[src/rtl/usb_tx_pkg.sv]
// Shared types and constants for the USB low-speed/full-speed transmit serializer.
package usb_tx_pkg;

    typedef enum logic [2:0] {
        ST_IDLE,
        ST_SYNC,
        ST_DATA,
        ST_EOP_SE0,
        ST_EOP_J
    } tx_state_t;

    // Bit i is the i-th SYNC bit in time order.
    localparam logic [7:0] SYNC_PATTERN = 8'b10000000;
    localparam int         STUFF_LIMIT  = 6;
    localparam int         EOP_SE0_BITS = 2;

endpackage

[src/rtl/usb_tx_serializer_bit_timer.sv]
// Bit-period timer: counts CLKS_PER_BIT clocks and strobes bit_end on the last clock of each period.
module tx_bit_timer
    import usb_tx_pkg::*;
#(
    parameter int CLKS_PER_BIT = 8
) (
    input  logic clk,
    input  logic clear,
    output logic bit_end
);

    logic [7:0] cnt;

    assign bit_end = (cnt == 8'(CLKS_PER_BIT - 1));

    always_ff @(posedge clk) begin
        if (clear || bit_end) begin
            cnt <= '0;
        end else begin
            cnt <= cnt + 8'd1;
        end
    end

endmodule

[src/rtl/usb_tx_serializer.sv]
// USB transmit serializer: SYNC, NRZI payload (LSB first), EOP.
// Build option: define USB_TX_STUFF_EN to insert a 0 after every six consecutive 1 bits.
module usb_tx_serializer
    import usb_tx_pkg::*;
#(
    parameter int CLKS_PER_BIT = 8
) (
    input  logic       clk,
    input  logic       rst,
    input  logic       tx_valid,
    input  logic [7:0] tx_data,
    input  logic       tx_last,
    output logic       tx_ready,
    output logic       d_plus,
    output logic       d_minus,
    output logic       tx_busy,
    output logic       tx_error
);

    // Handshake: the first byte of a packet is taken when tx_valid is seen in IDLE;
    // every later byte transfers on a cycle with tx_valid && tx_ready. tx_ready asks for
    // the byte after the one about to be shifted, so a non-last byte always has its
    // successor in hand; a refused request (underrun) ends the packet with EOP.

    tx_state_t  state, state_n;
    logic [7:0] sr, sr_n;
    logic [7:0] nxt, nxt_n;
    logic       cur_last, cur_last_n;
    logic       nxt_last, nxt_last_n;
    logic [2:0] bit_cnt, bit_cnt_n;
    logic       dp_n, dm_n;
    logic       bit_end;
    logic       emit, emit_bit, load_next, ready_slot;
    logic       stuff_due;

    tx_bit_timer #(
        .CLKS_PER_BIT(CLKS_PER_BIT)
    ) u_timer (
        .clk    (clk),
        .clear  (rst || (state == ST_IDLE)),
        .bit_end(bit_end)
    );

`ifdef USB_TX_STUFF_EN
    logic [2:0] ones;
    logic       in_stuff;
    logic       do_stuff;

    assign stuff_due = !in_stuff && (ones == 3'(STUFF_LIMIT));
    assign do_stuff  = (state == ST_DATA) && bit_end && stuff_due;

    always_ff @(posedge clk) begin
        if (rst) begin
            ones     <= '0;
            in_stuff <= 1'b0;
        end else if (emit) begin
            ones     <= emit_bit ? ones + 3'd1 : 3'd0;
            in_stuff <= do_stuff;
        end
    end
`else
    assign stuff_due = 1'b0;
`endif

    always_comb begin
        state_n    = state;
        sr_n       = sr;
        nxt_n      = nxt;
        cur_last_n = cur_last;
        nxt_last_n = nxt_last;
        bit_cnt_n  = bit_cnt;
        dp_n       = d_plus;
        dm_n       = d_minus;
        emit       = 1'b0;
        emit_bit   = 1'b0;
        load_next  = 1'b0;
        ready_slot = 1'b0;

        case (state)
            ST_IDLE: begin
                dp_n = 1'b1;
                dm_n = 1'b0;
                if (tx_valid) begin
                    state_n    = ST_SYNC;
                    nxt_n      = tx_data;
                    nxt_last_n = tx_last;
                    bit_cnt_n  = '0;
                    emit       = 1'b1;
                    emit_bit   = SYNC_PATTERN[0];
                end
            end
            ST_SYNC: begin
                if (bit_end) begin
                    if (bit_cnt != 3'd7) begin
                        bit_cnt_n = bit_cnt + 3'd1;
                        emit      = 1'b1;
                        emit_bit  = SYNC_PATTERN[bit_cnt_n];
                    end else begin
                        load_next = 1'b1;
                    end
                end
            end
            ST_DATA: begin
                if (bit_end) begin
                    if (stuff_due) begin
                        emit     = 1'b1;
                        emit_bit = 1'b0;
                    end else if (bit_cnt != 3'd7) begin
                        bit_cnt_n = bit_cnt + 3'd1;
                        emit      = 1'b1;
                        emit_bit  = sr[0];
                        sr_n      = {1'b0, sr[7:1]};
                    end else if (cur_last) begin
                        state_n   = ST_EOP_SE0;
                        bit_cnt_n = '0;
                        dp_n      = 1'b0;
                        dm_n      = 1'b0;
                    end else begin
                        load_next = 1'b1;
                    end
                end
            end
            ST_EOP_SE0: begin
                if (bit_end) begin
                    if (bit_cnt == 3'(EOP_SE0_BITS - 1)) begin
                        state_n = ST_EOP_J;
                        dp_n    = 1'b1;
                        dm_n    = 1'b0;
                    end else begin
                        bit_cnt_n = bit_cnt + 3'd1;
                    end
                end
            end
            ST_EOP_J: begin
                if (bit_end) begin
                    state_n = ST_IDLE;
                end
            end
            default: state_n = ST_IDLE;
        endcase

        // Start shifting the buffered byte; fetch its successor unless it is the last.
        if (load_next) begin
            ready_slot = !nxt_last;
            if (ready_slot && !tx_valid) begin
                state_n   = ST_EOP_SE0;
                bit_cnt_n = '0;
                dp_n      = 1'b0;
                dm_n      = 1'b0;
            end else begin
                state_n    = ST_DATA;
                emit       = 1'b1;
                emit_bit   = nxt[0];
                sr_n       = {1'b0, nxt[7:1]};
                cur_last_n = nxt_last;
                bit_cnt_n  = '0;
                if (ready_slot) begin
                    nxt_n      = tx_data;
                    nxt_last_n = tx_last;
                end
            end
        end

        if (emit && !emit_bit) begin
            dp_n = !dp_n;
            dm_n = !dm_n;
        end
    end

    always_ff @(posedge clk) begin
        if (rst) begin
            state    <= ST_IDLE;
            sr       <= '0;
            nxt      <= '0;
            cur_last <= 1'b0;
            nxt_last <= 1'b0;
            bit_cnt  <= '0;
            d_plus   <= 1'b1;
            d_minus  <= 1'b0;
        end else begin
            state    <= state_n;
            sr       <= sr_n;
            nxt      <= nxt_n;
            cur_last <= cur_last_n;
            nxt_last <= nxt_last_n;
            bit_cnt  <= bit_cnt_n;
            d_plus   <= dp_n;
            d_minus  <= dm_n;
        end
    end

    assign tx_busy  = (state != ST_IDLE);
    assign tx_ready = ready_slot && !rst;
    assign tx_error = ready_slot && !tx_valid && !rst;

endmodule

[config.mk]
export PLATFORM = sky130hd
export DESIGN_NAME = usb_tx_serializer
export DESIGN_NICKNAME = d
export VERILOG_FILES = /design/src/rtl/usb_tx_pkg.sv /design/src/rtl/usb_tx_serializer_bit_timer.sv /design/src/rtl/usb_tx_serializer.sv
export SDC_FILE = /design/constraint.sdc
export NUM_CORES = 1
export LEC_CHECK = 0
export ABC_AREA = 1
export BUFFER_PORTS_ARGS = -buffer_cell sky130_fd_sc_hd__buf_2
export CAP_MARGIN = 20
export CORE_UTILIZATION = 48
export DETAILED_ROUTE_END_ITERATION = 12
export GPL_ROUTABILITY_DRIVEN = 0
export PLACE_DENSITY_LB_ADDON = 0.2
export SLEW_MARGIN = 20
export SYNTH_ARGS = -nofsm -noshare
export SYNTH_HDL_FRONTEND = slang
export SYNTH_SLANG_ARGS = --single-unit
[constraint.sdc]
create_clock -name clk -period 1.65 [get_ports clk]
set_input_delay 0.0825 -clock clk [delete_from_list [all_inputs] [get_ports clk]]
set_output_delay 0.0825 -clock clk [all_outputs]
set_load 0.005 [all_outputs]
==> impl_metrics.ini <==
[run_status]
status = complete, but fails checks
violations = setup timing

[place]
dp_hpwl_microns = 3118
port_buffers = 16
placedCellCount = 335
dpl_worst_slack_ns = -0.01728

[yosys]
yosysSeqAreaShare_pct = 35.77
yosys.area_share.simple_pct = 36.03
synth_top_family_by_area = simple AND/OR/NAND/NOR gates
synth_seq_cells = 34
synth_compound_area_share_pct = 12.23
ys_types = 32
synth_xor_area_share_pct = 1.381
ys_warn_count = 0
synthAdderAreaFrac_pct = 3.945
synth_area_sq_um = 1903
synth_cells = 257
avgSynthCellArea_sq_um = 7.405
synth_nets = 275
synthMuxAreaShare_pct = 2.630

[routing]
wl_met2_microns = 2260
antenna_left = 0
drt_iter0_drc = 114
vias_per_cell = 5.151
vias = 1813
met3WireLength_microns = 97
m1WireLength_microns = 2190
dr.pass1.iters = 4
drc = 0
dr.max_layer_used = met4
routedWlPerCell_microns = 13.08
wl_microns = 4605

[die]
initial_core_util_pct = 50.84
coreArea_sq_um = 3744
num_rows = 22
die_w_microns = 64.97
ioPinCount = 17
die_y_microns = 64.97
dieArea_sq_um = 4220

[sta]
finalHoldViolCount = 0
setup_ws_ns = -0.04691
maxSlewViolCount = 0
setup_violations = 5
period_share_pct = 102.8
slew_headroom_pct = 54.16
worst_clock_skew_ns = 0.003469
setup-tns-final_ns = -0.1107
tightest_slew_ns = 0.6869
fmax_mhz = 589.3
grt_setup_unrepaired = yes
period_needed_ns = 1.697

[cts]
htree_levels = 2
clk_path_buf_depth = 2
cts_hold_buf = 0
clkLatencyLatePin_ns = 0.28
clock-sinks = 34
cts_root_buf = clkbuf_8
clk_pin_slew_ns = 0.07
cts_tree = built
cts_made_buffers = 5

[worst_hold_path]
min_from = tx_data[5]
hold_path.class = in2reg
min_to = nxt[5]
min_path_cells = 3

[cells_and_area]
area_delta_synth_final_pct = 36.29
final_cells = 352
final_cell_mix = 48 x nor2_1, 30 x nand2_1, 26 x inv_1
drive_gt1_share_pct = 40.79
finalNetCount = 321
fin_util_pct = 69.28
n_fill_cell = 317
mostFrequentLayoutCell = nor2_1
antenna_cells = 0

[critical_path]
required_ns = 1.57
r2r_end = d_plus
critPathCaptureType = output port
ff2ff_setup_slack_ns = -0.03
path_class = reg2out
r2r_cells = 13
crit_path_max_fanout = 2
arrival_ns = 1.61
r2r_start = bit_cnt[0]
crit_path_start_kind = flip-flop

[grt]
antenna_found_initial = 0
grt_pass1_vias = 1700
grt_pass1_wl_microns = 7376
gr-total-overflow = 0
gr-usage-all-layers_pct = 22.94
grt_max_degree = 19

[pwr]
ir_worst_vdd_v = 0.0007784
cellLeakagePower_nw = 1.140
powerDensity_nw_per_um2 = 1314

[run]
maxCapViolCount = 0
==> kinds of logic after synthesis <==
group	after synthesis
AOI/OAI and AO/OA	40
DFF	34
muxes	5
and+or+nand+nor	133
xor gates and xnor gates	3
buffers and inverters	36
adders and majority gates	6
==> metrics by stage <==
stage | hold slack [ns] | area [sq um] | total power, mW
6_report | 0.02777 | 2594 | 3.408
5_1_grt | 0.03869 | 2594 | 3.627
4_1_cts | 0.02656 | 2430 | 3.153
3_5_place_dp | 0.3221 | 2176 | 2.368
3_3_place_gp | 0.3053 | 2176 | 2.347
2_1_floorplan | 0.1516 | 1918 | 1.963
==> critical path, stage by stage (launching register included) <==
cell and delay (ns):
dfxtp_2 0.35, ha_4 0.15, ha_4 0.14, inv_4 0.04, buf_6 0.11, nor3_4 0.21
nand2_2 0.09, nor3_2 0.11, buf_2 0.13
==> worst max-delay path by stage <==
stage | from | end | cells past startpoint
6_report | bit_cnt[0] | tx_error | 8
5_1_grt | bit_cnt[0] | d_plus | 13
4_1_cts | u_timer.cnt[1] | tx_error | 9
3_5_place_dp | bit_cnt[0] | sr[1] | 8
3_3_place_gp | bit_cnt[1] | nxt[4] | 9
2_1_floorplan | bit_cnt[0] | nxt[0] | 9
==> registers in the layout, summed over array words and instances (netlist names), 3 cells and up <==
signal / count
nxt: 8
sr: 8
u_timer.cnt: 8
bit_cnt: 3
state: 3
==> per-layer routing <==
| layer | vias up | GRT usage (%) |
|---|---|---|
| li1 | 928 | - |
| met1 | 851 | 29.05 |
| met2 | 26 | 38.93 |
| met3 | 8 | 3.697 |
| met4 | 0 | 8.056 |
| met5 | - | 0 |
==> synth_stat cells, drive strengths merged <==
library cell / instances / area, sq um
nand4: 6 / 58.80
mux2i: 5 / 50.05
nor4: 1 / 6.260
dfxtp: 34 / 680.7
nor3: 6 / 52.55
o21ai: 26 / 156.4
a31oi: 3 / 18.77
o211ai: 1 / 7.510
xor2: 3 / 26.28
buf: 3 / 26.27
ha: 6 / 75.07
a21oi: 10 / 50.05
nand2: 44 / 192.7
nand3: 19 / 145.1
nor2: 56 / 222.7
clkbuf: 1 / 3.750
nor3b: 1 / 7.510
inv: 32 / 122.6
==> final cells by class <==
class,count,area (sq um),area share (%)
Clock buffer,7,76.32,2.943
Timing Repair Buffer,43,330.3,12.74
Clock inverter,1,30.03,1.158
Inverter,32,127.6,4.920
Sequential cell,34,694.4,26.77
Tap cell,48,60.06,2.315
Multi-Input combinational cell,187,1275,49.16
==> report_power, final <==
part | switching [mW] | internal, mW
combinational | 0.939 | 0.600
sequential | 0.138 | 0.988
clock | 0.292 | 0.452
==> repair_timing <==
action	in CTS	in global routing
endpoints found under the hold margin	0	0
resized for setup	27	44
pin swaps	11	16
cloned	1	0
endpoints found under the setup margin	20	28
buffers inserted	6	3
No activity file was read; power rests on OpenSTA's default activity.
